## config.mk

```make
export PLATFORM = sky130hd
export DESIGN_NAME = pixel_pair_proc
export DESIGN_NICKNAME = d
export VERILOG_FILES = /design/src/rtl/pixel_pair_proc.sv
export SDC_FILE = /design/constraint.sdc
export NUM_CORES = 1
export LEC_CHECK = 0
export BUFFER_PORTS_ARGS = -buffer_cell sky130_fd_sc_hd__clkbuf_2
export CORE_MARGIN = 1
export CORE_UTILIZATION = 40
export CTS_BUF_LIST = sky130_fd_sc_hd__clkbuf_8
export DETAILED_ROUTE_END_ITERATION = 7
export PLACE_DENSITY = 0.63
export SYNTH_ARGS = -nofsm -noshare
export SYNTH_HDL_FRONTEND = slang
export SYNTH_SLANG_ARGS = --single-unit
```

## constraint.sdc

```tcl
create_clock -name HCLK -period 7.4 [get_ports HCLK]
set_input_delay 0.74 -clock HCLK [delete_from_list [all_inputs] [get_ports HCLK]]
set_output_delay 0.74 -clock HCLK [all_outputs]
set_load 0.02 [all_outputs]
```

## src/rtl/pixel_pair_proc.sv

```systemverilog
// pixel_pair_proc: streaming point operation on two RGB pixels per clock.
//   Sits downstream of the sensor model. It takes VSYNC/HSYNC strobes and an
//   even/odd pixel pair per cycle. It applies an operation latched at frame
//   start (bypass, saturating brightness, invert, grayscale threshold). It
//   emits the pair two cycles later with line-end, frame-done and frame-error
//   flags.
// Ports:
//   HCLK, HRESETn            clock (rising), async active-low reset
//   VSYNC, HSYNC             frame-start strobe, pixel-pair valid
//   DATA_{R,G,B}{0,1}        even (0) / odd (1) column pixel in
//   cfg_mode/value/sub       operation select, offset/threshold, subtract flag
//   OUT_{R,G,B}{0,1}         processed pixels (hold when o_valid=0)
//   o_valid, o_line_end      output pair valid, last pair of a line
//   o_frame_done             pulse one cycle after the last pair of a frame
//   o_frame_err              sticky: frame restarted before completion
//   o_busy                   frame in progress (ACTIVE or FLUSH)

// One pixel lane: stage 1 precomputes gray and the brightness sums, stage 2
// selects the result for the mode carried alongside the pair.
module pixel_pair_proc_lane (
  input  logic            HCLK,
  input  logic            HRESETn,
  input  logic            i_ld1,       // pair accepted this cycle
  input  logic            i_ld2,       // stage 1 holds a valid pair
  input  logic [2:0][7:0] i_pix,       // [2]=R [1]=G [0]=B
  input  logic [7:0]      i_value,     // frame config at acceptance
  input  logic            i_sub,
  input  logic [1:0]      i_s1_mode,   // config travelling with stage 1
  input  logic [7:0]      i_s1_value,
  input  logic            i_s1_sub,
  output logic [2:0][7:0] o_pix
);
  logic [2:0][7:0] r_pix;
  logic [2:0][8:0] r_bri;
  logic [7:0]      r_gray;
  logic [2:0][8:0] w_bri;
  logic [9:0]      w_sum;
  logic [7:0]      w_gray;
  logic [2:0][7:0] w_res;

  // Bit 8 of the 9-bit result flags overflow (add) or borrow (subtract).
  always_comb begin
    for (int c = 0; c < 3; c++)
      w_bri[c] = i_sub ? ({1'b0, i_pix[c]} - {1'b0, i_value})
                       : ({1'b0, i_pix[c]} + {1'b0, i_value});
  end

  assign w_sum  = {2'b00, i_pix[2]} + {1'b0, i_pix[1], 1'b0} + {2'b00, i_pix[0]};
  assign w_gray = 8'(w_sum >> 2);

  always_ff @(posedge HCLK or negedge HRESETn) begin
    if (!HRESETn) begin
      r_pix  <= '0;
      r_bri  <= '0;
      r_gray <= '0;
    end else if (i_ld1) begin
      r_pix  <= i_pix;
      r_bri  <= w_bri;
      r_gray <= w_gray;
    end
  end

  always_comb begin
    w_res = r_pix;
    case (i_s1_mode)
      2'd1: begin
        for (int c = 0; c < 3; c++)
          w_res[c] = r_bri[c][8] ? (i_s1_sub ? 8'h00 : 8'hFF) : r_bri[c][7:0];
      end
      2'd2:    w_res = ~r_pix;
      2'd3:    w_res = (r_gray > i_s1_value) ? '1 : '0;  // equal maps to 0
      default: ;
    endcase
  end

  always_ff @(posedge HCLK or negedge HRESETn) begin
    if (!HRESETn)   o_pix <= '0;
    else if (i_ld2) o_pix <= w_res;
  end
endmodule

module pixel_pair_proc #(
  parameter int WIDTH  = 768,
  parameter int HEIGHT = 512
) (
  input  logic       HCLK,
  input  logic       HRESETn,
  input  logic       VSYNC,
  input  logic       HSYNC,
  input  logic [7:0] DATA_R0,
  input  logic [7:0] DATA_G0,
  input  logic [7:0] DATA_B0,
  input  logic [7:0] DATA_R1,
  input  logic [7:0] DATA_G1,
  input  logic [7:0] DATA_B1,
  input  logic [1:0] cfg_mode,
  input  logic [7:0] cfg_value,
  input  logic       cfg_sub,
  output logic [7:0] OUT_R0,
  output logic [7:0] OUT_G0,
  output logic [7:0] OUT_B0,
  output logic [7:0] OUT_R1,
  output logic [7:0] OUT_G1,
  output logic [7:0] OUT_B1,
  output logic       o_valid,
  output logic       o_line_end,
  output logic       o_frame_done,
  output logic       o_frame_err,
  output logic       o_busy
);
  localparam int NUM_PIX = 2;
  localparam int STAGES  = 2;
  localparam int COL_W   = $clog2(WIDTH / 2);
  localparam int ROW_W   = $clog2(HEIGHT);
  localparam logic [COL_W-1:0] COL_LAST = COL_W'(WIDTH / 2 - 1);
  localparam logic [ROW_W-1:0] ROW_LAST = ROW_W'(HEIGHT - 1);

  typedef enum logic [1:0] {S_IDLE, S_ACTIVE, S_FLUSH, S_DONE} state_t;

  state_t                           r_state, w_next;
  logic [COL_W-1:0]                 r_col;
  logic [ROW_W-1:0]                 r_row;
  logic                             r_flush_cnt;
  logic [1:0]                       r_cfg_mode;
  logic [7:0]                       r_cfg_value;
  logic                             r_cfg_sub;
  logic [1:0]                       r_s1_mode;
  logic [7:0]                       r_s1_value;
  logic                             r_s1_sub;
  logic [STAGES:1]                  r_vld_pipe;
  logic [STAGES:1]                  r_le_pipe;
  logic                             w_accept;
  logic                             w_col_last;
  logic                             w_last;
  logic [NUM_PIX-1:0][2:0][7:0]     w_pix_in;
  logic [NUM_PIX-1:0][2:0][7:0]     w_pix_out;

  // A VSYNC cycle never carries a pair, even in ACTIVE.
  assign w_accept   = (r_state == S_ACTIVE) && HSYNC && !VSYNC;
  assign w_col_last = (r_col == COL_LAST);
  assign w_last     = w_accept && w_col_last && (r_row == ROW_LAST);

  // FSM: state register
  always_ff @(posedge HCLK or negedge HRESETn) begin
    if (!HRESETn) r_state <= S_IDLE;
    else          r_state <= w_next;
  end

  // FSM: next state (VSYNC restarts from any state)
  always_comb begin
    w_next = r_state;
    if (VSYNC) w_next = S_ACTIVE;
    else begin
      case (r_state)
        S_ACTIVE: if (w_last) w_next = S_FLUSH;
        S_FLUSH:  if (r_flush_cnt) w_next = S_DONE;
        S_DONE:   w_next = S_IDLE;
        default:  w_next = S_IDLE;
      endcase
    end
  end

  // FSM: outputs
  always_comb begin
    o_busy       = (r_state == S_ACTIVE) || (r_state == S_FLUSH);
    o_frame_done = (r_state == S_DONE);
  end

  // Counters, frame config and the sticky error flag
  always_ff @(posedge HCLK or negedge HRESETn) begin
    if (!HRESETn) begin
      r_col       <= '0;
      r_row       <= '0;
      r_flush_cnt <= 1'b0;
      r_cfg_mode  <= '0;
      r_cfg_value <= '0;
      r_cfg_sub   <= 1'b0;
      o_frame_err <= 1'b0;
    end else begin
      r_flush_cnt <= (r_state == S_FLUSH) ? ~r_flush_cnt : 1'b0;
      if (VSYNC) begin
        r_col       <= '0;
        r_row       <= '0;
        r_cfg_mode  <= cfg_mode;
        r_cfg_value <= cfg_value;
        r_cfg_sub   <= cfg_sub;
        o_frame_err <= (r_state == S_ACTIVE) || (r_state == S_FLUSH);
      end else if (w_accept) begin
        if (w_col_last) begin
          r_col <= '0;
          r_row <= (r_row == ROW_LAST) ? '0 : r_row + ROW_W'(1);
        end else begin
          r_col <= r_col + COL_W'(1);
        end
      end
    end
  end

  // Valid/line-end shift registers; stage-1 config rides with its pair so
  // in-flight pairs keep their frame's operation across a restart.
  always_ff @(posedge HCLK or negedge HRESETn) begin
    if (!HRESETn) begin
      r_vld_pipe <= '0;
      r_le_pipe  <= '0;
      r_s1_mode  <= '0;
      r_s1_value <= '0;
      r_s1_sub   <= 1'b0;
    end else begin
      r_vld_pipe <= {r_vld_pipe[STAGES-1:1], w_accept};
      r_le_pipe  <= {r_le_pipe[STAGES-1:1], w_accept && w_col_last};
      if (w_accept) begin
        r_s1_mode  <= r_cfg_mode;
        r_s1_value <= r_cfg_value;
        r_s1_sub   <= r_cfg_sub;
      end
    end
  end

  assign w_pix_in[0] = {DATA_R0, DATA_G0, DATA_B0};
  assign w_pix_in[1] = {DATA_R1, DATA_G1, DATA_B1};

  for (genvar p = 0; p < NUM_PIX; p++) begin : g_lane
    pixel_pair_proc_lane u_lane (
      .HCLK       (HCLK),
      .HRESETn    (HRESETn),
      .i_ld1      (w_accept),
      .i_ld2      (r_vld_pipe[1]),
      .i_pix      (w_pix_in[p]),
      .i_value    (r_cfg_value),
      .i_sub      (r_cfg_sub),
      .i_s1_mode  (r_s1_mode),
      .i_s1_value (r_s1_value),
      .i_s1_sub   (r_s1_sub),
      .o_pix      (w_pix_out[p])
    );
  end

  assign {OUT_R0, OUT_G0, OUT_B0} = w_pix_out[0];
  assign {OUT_R1, OUT_G1, OUT_B1} = w_pix_out[1];
  assign o_valid    = r_vld_pipe[STAGES];
  assign o_line_end = r_le_pipe[STAGES];
endmodule

```

[Word-level counts from Yosys, hierarchy flattened]
Index checks and enable logic that the tools add are counted.
Operators by class
  $add $sub $neg: 18
  multiply operators: 0
  div/mod/pow operators: 0
  $lt $le $gt $ge: 2
  equality and inequality tests: 10
  shift operators: 0
  mux-type cells: 29
  bitwise operators: 3
  reductions and logical operators: 10
Operator list (count)
  $pmux W24 S3: 2
  $mux W9: 13
  $mux W8: 7
  $add A8 B8 Y9: 6
  $sub A8 B8 Y9: 6
  $mux W24: 2
  $not A24 Y24: 2
  $add A10 B8 Y10: 2
  $add A8 B9 Y10: 2
  $add A9 B1 Y9 const B: 2
  $eq A9 B9 Y1 const B: 2
  $gt A8 B8 Y1: 2
  $eq A2 B2 Y1 const B: 4
  $mux W2: 3
  $ne A3 B3 Y1 const B: 2
  $eq A2 B1 Y1 const B: 2
  $logic_and A1 B1 Y1: 4
  $pmux W2 S2: 1
  $reduce_and A2 Y1: 2
  $reduce_bool A2 Y1: 2
  $logic_not A1 Y1: 1
  $logic_or A1 B1 Y1: 1
  $mux W1: 1
  $not A1 Y1: 1
Word-level totals
  bits in registers: 214
  latch bits: 0
  bits in writable memories: 0
  bits in read-only memories: 0
  input port bits: 63
  output and inout port bits: 53
  logic and storage cells: 105
  memories kept: 0

[Depth between registers and ports, before layout]
  depth after elaboration: 8
  mapped depth: 12
  mapped depth without buffers: 12

[Cells and area by module]
Synthesis repeated with hierarchy kept, for this count alone.
Second synthesis, totals
  cell total of the unflattened synthesis: 1424
  area, all modules: 13723.2 um2
By module, submodules not included
  pixel_pair_proc_lane at g_lane[1].u_lane: times used 1, cells each 611, area an instance 5866.9 um2, sequential area each 2077.0 um2
  pixel_pair_proc_lane at g_lane[0].u_lane: times used 1, cells each 610, area an instance 5713.0 um2, sequential area each 2077.0 um2
  pixel_pair_proc: times used 1, cells each 203, area an instance 2143.3 um2, sequential area each 1201.2 um2

[Worst setup path after synthesis]
OpenSTA, ideal clock, no wires.
  path type: reg-to-reg
  start point: register r_cfg_value[0]
  end point: register g_lane[1].u_lane.r_bri[15] (netlist name)
  setup time: 0.133 ns
  arrival time: 3.047 ns
  data required time: 7.267 ns
  path slack: 4.220 ns
  stages on the path, launching flop included: 12
  buffers on the path: 0
  period minus slack after synthesis: 3.180 ns
  cells stage by stage: dfrtp_1 -> inv_1 -> ha_1 -> nor2_1 -> xnor2_1 -> ha_1 -> a21o_1 -> maj3_1 -> maj3_1 -> maj3_1 -> xnor2_1 -> o21ai_0
On the way
  longest elaborated chain between the ends: 2
  elaborated cells between the ends (all ways): 3
  classes of those cells: add/sub (2); mux (1)
RTL lines
  from (decl): RTL line 125  | logic [7:0] r_cfg_value;
  from (signal assigned): RTL line 185  | r_cfg_value <= cfg_value;
  $add A8 B8 Y9 / $sub A8 B8 Y9 (equally long branches): RTL line 45, 44
  $mux W9 (*): RTL line 44  | w_bri[c] = i_sub ? ({1'b0, i_pix[c]} - {1'b0, i_value})
  to (signal assigned): RTL line 58  | r_bri <= w_bri;
  to (decl): RTL line 34  | logic [2:0][8:0] r_bri;
Every way passes the cells marked *; elsewhere a longest branch is shown, timed or not.
A chain may end at the register's enable or synchronous reset.

[Worst setup path in the final report]
  start point: register r_cfg_value[0]
  end point: register g_lane[1].u_lane.r_bri[24] (netlist name)
The elaborated chain is that of the path after synthesis.

==> impl_metrics.py <==
metrics = {
    "timing": {
        "grt_setup_unrepaired": "false",
        "final.setup.tns_ps": 0,
        "tightestPinTransition_ps": 1170,
        "layout_min_cycle_time_ps": 4120,
        "clock-skew-final_ps": 32.1,
        "final-hold-violation-count": 0,
        "timing.hold.ws_ps": 207,
        "final.period_utilization_pct": 55.7,
        "report.final.setup_viol": 0,
        "timing.max_slew.rel_slack_pct": 22.0,
        "drv_slew": 0,
        "achievable-frequency_mhz": 243,
    },
    "layout": {
        "drive_above_1_share_pct": 18.6,
        "final_common_cell": "sky130_fd_sc_hd__nand2_1",
        "postLayoutCoreUtil_pct": 46.3,
        "most-common-layout-cells": "233 x sky130_fd_sc_hd__nand2_1, 211 x sky130_fd_sc_hd__dfrtp_1, 114 x sky130_fd_sc_hd__clkbuf_2",
        "area_growth_pct": 13.4,
        "insertedDiodeCount": 0,
        "layoutNonFillerInstCount": 1883,
        "final_nets": 1597,
    },
    "yosys": {
        "asyncSetResetFlopFracSynth_pct": 100,
        "synthDistinctLibCells": 69,
        "total_of_flip_flops_plus_latches_after_synthesis": 214,
        "netlist_area_sq_mm": 0.0129,
        "yosys_warnings": 0,
        "synth_enable_flop_cells": 0,
        "yosysSeqAreaShare_pct": 41.4,
        "synthesis.area_per_instance_sq_um": 9.42,
        "synth_cells": 1372,
        "postSynth.topFlopCell": "sky130_fd_sc_hd__dfrtp_1",
        "synthesis.nets": 1518,
    },
    "worst_setup_path": {
        "reg2reg_from": "r_cfg_value[0]$_DFFE_PN0P_",
        "worst_setup_startpoint": "r_cfg_value[0]$_DFFE_PN0P_",
        "critical_path_arrival_ps": 4500,
        "worst_path_most_repeated_cell": "sky130_fd_sc_hd__maj3_1",
        "critical_path_required_ps": 7790,
        "critPathTopFamily": "adder cells",
        "cp.buffers_inverters": 1,
        "worst_path_max_delay_cell": "sky130_fd_sc_hd__xnor2_1",
        "timing.critical_path.cells": "inv_1, ha_1, nor2_1, xnor2_1, ha_1, a21o_1, maj3_1, maj3_1, maj3_1, xnor2_1, o21ai_0",
        "critical_path.max_fanout": 9,
        "cp_slowest_stage_delay_ps": 820,
        "worstSetupStartpointType": "register",
        "worst-setup-path-type": "reg2reg",
        "critical_path_endpoint_category": "register",
    },
    "run": {
        "timing.max_cap.violations": 0,
    },
    "power_and_ir_drop": {
        "power_leakage_nw": 6.78,
        "peakVddDrop_mv": 0.161,
        "p_per_area_mw_per_mm2": 400,
    },
    "grt": {
        "first_global_vias": 10300,
        "grt_antenna_before_repair": 0,
        "grt_overflow_total": 0,
        "first_pass_grt_wire_length_mm": 56.6,
        "grt_use_total_pct": 21.6,
        "pin_count_of_the_biggest_net_entering_global_routing": 110,
    },
    "route": {
        "detail-route-antenna-nets": 0,
        "finalWirelength_mm": 35.0,
        "detail_route.vias_per_cell": 5.52,
        "drc": 0,
        "route.vias.total": 10400,
        "first_iter_violations": 705,
        "detailedRoute.firstPassIterationCount": 5,
        "wl_per_cell_microns": 18.6,
    },
    "clock_tree": {
        "cts-root-to-sink-buffers": 3,
        "cts_repair_resize_count": 0,
        "worst_setup_hold_path_clk_slew_ps": 60,
        "clock_insertion_delay_worst_skew_ps": 550,
        "cts.sink_count": 214,
        "cts_root_buffer": "sky130_fd_sc_hd__clkbuf_8",
        "tritoncts": "yes",
        "cts_setup_buffers": 0,
        "cts_inserted_buffers": 41,
        "post_cts_hold_buffer_count": 0,
        "deepest_level_of_the_cts_h_tree": 2,
    },
    "worst_hold_path": {
        "holdCritPathClass": "in2async",
    },
    "placed_design": {
        "io_buffers": 115,
        "dp.final_hpwl_mm": 23.4,
        "gp_congestion": 0.886,
        "dp.cells": 1810,
    },
    "floorplan": {
        "fp.dieArea_sq_mm": 0.0330,
        "die_height_microns": 182,
        "floorplan.io_pins": 116,
        "floorplan.initialDensity_pct": 40.9,
        "die_w_microns": 182,
        "fp.coreArea_sq_mm": 0.0316,
        "std_cell_rows": 65,
    },
    "outcome": {
        "outcome": "complete, no violations",
    },
}
## Yosys cell counts, types with 31 or more instances
library cell               count  share of area (%)
sky130_fd_sc_hd__o32a_1       47                3.6
sky130_fd_sc_hd__ha_1         61                5.9
sky130_fd_sc_hd__nand2_1     234                6.8
sky130_fd_sc_hd__mux2_2       59                5.1
sky130_fd_sc_hd__nor2_1       45                1.3
sky130_fd_sc_hd__xnor2_1      49                3.3
sky130_fd_sc_hd__clkbuf_1     72                2.1
sky130_fd_sc_hd__xor2_1       31                2.1
sky130_fd_sc_hd__inv_1        45                1.3
sky130_fd_sc_hd__o21ai_0     113                4.4
sky130_fd_sc_hd__nand2b_1     58                2.8
sky130_fd_sc_hd__a21oi_1     111                4.3
sky130_fd_sc_hd__dfrtp_1     214                 41
## worst paths after layout
kind                                                               end  slack, ps  cells past startpoint
worst max-delay path            g_lane[1].u_lane.r_bri[24]$_DFFE_PN0N_       3280                     11
worst min-delay path            g_lane[0].u_lane.o_pix[11]$_DFFE_PN0P_        210                      1
worst max register to register  g_lane[1].u_lane.r_bri[24]$_DFFE_PN0N_       3280                     11
worst min register to register                  r_le_pipe[2]$_DFF_PN0_        370                      0
max in group asynchronous                     r_s1_mode[0]$_DFFE_PN0N_       5620                      2
min in group HCLK                               r_le_pipe[2]$_DFF_PN0_        370                      0
## final cells by class
class	instances	area (sq um)
Fill cell	3013	17000
Multi-Input combinational cell	1021	7090
Sequential cell	214	5360
Timing Repair Buffer	127	676
Clock buffer	49	674
Tap cell	402	503
Clock inverter	24	189
Inverter	46	173
## through the flow
step	setup slack [ps]	power [mW]	instance area [sq um]
CTS	3280	5.89	14700
global route	3080	6.29	14700
floorplan	4220	3.88	12900
finish	3280	5.86	14700
global placement	3360	4.55	13800
detailed placement	3290	4.62	13800
## logic make-up (layout without fill, tap and decap cells)
family                   after synthesis  in the layout  synth area share [%]
AND/OR/NAND/NOR                      411            411                  14.6
AO/OA/AOI/OAI                        375            375                  18.9
flip-flops                           214            214                  41.4
buffers and inverters                137            246                  4.08
adder cells (fa/ha/maj)               95             95                  10.3
XOR/XNOR                              80             80                  5.42
multiplexers                          60             60                  5.22
## metal layers
metal | up-vias | GRT usage, % | share of wire (%)
met5 | - | 0 | 0
met4 | 0 | 7.76 | 3.1
met3 | 79 | 3.17 | 5.2
met2 | 285 | 33.7 | 45
met1 | 5051 | 30.5 | 47
li1 | 4972 | - | -
## report_power, final
part	internal, mW	switching, mW
clock	0.708	0.529
sequential	1.66	0.391
combinational	1.13	1.44
## sequential cells by signal, summed over array words and instances, names as in the netlist
| register | flops |
|---|---|
| r_row | 9 |
| r_s1_mode | 2 |
| r_s1_value | 8 |
| r_cfg_value | 8 |
| r_cfg_sub | 1 |
| g_lane.u_lane.o_pix | 48 |
| r_vld_pipe | 2 |
| g_lane.u_lane.r_gray | 16 |
| r_flush_cnt | 1 |
| r_state | 2 |
| g_lane.u_lane.r_bri | 54 |
| r_le_pipe | 2 |
| o_frame_err | 1 |
| r_cfg_mode | 2 |
| g_lane.u_lane.r_pix | 48 |
| r_col | 9 |
| r_s1_sub | 1 |
Power figures use the tool's default switching activity.
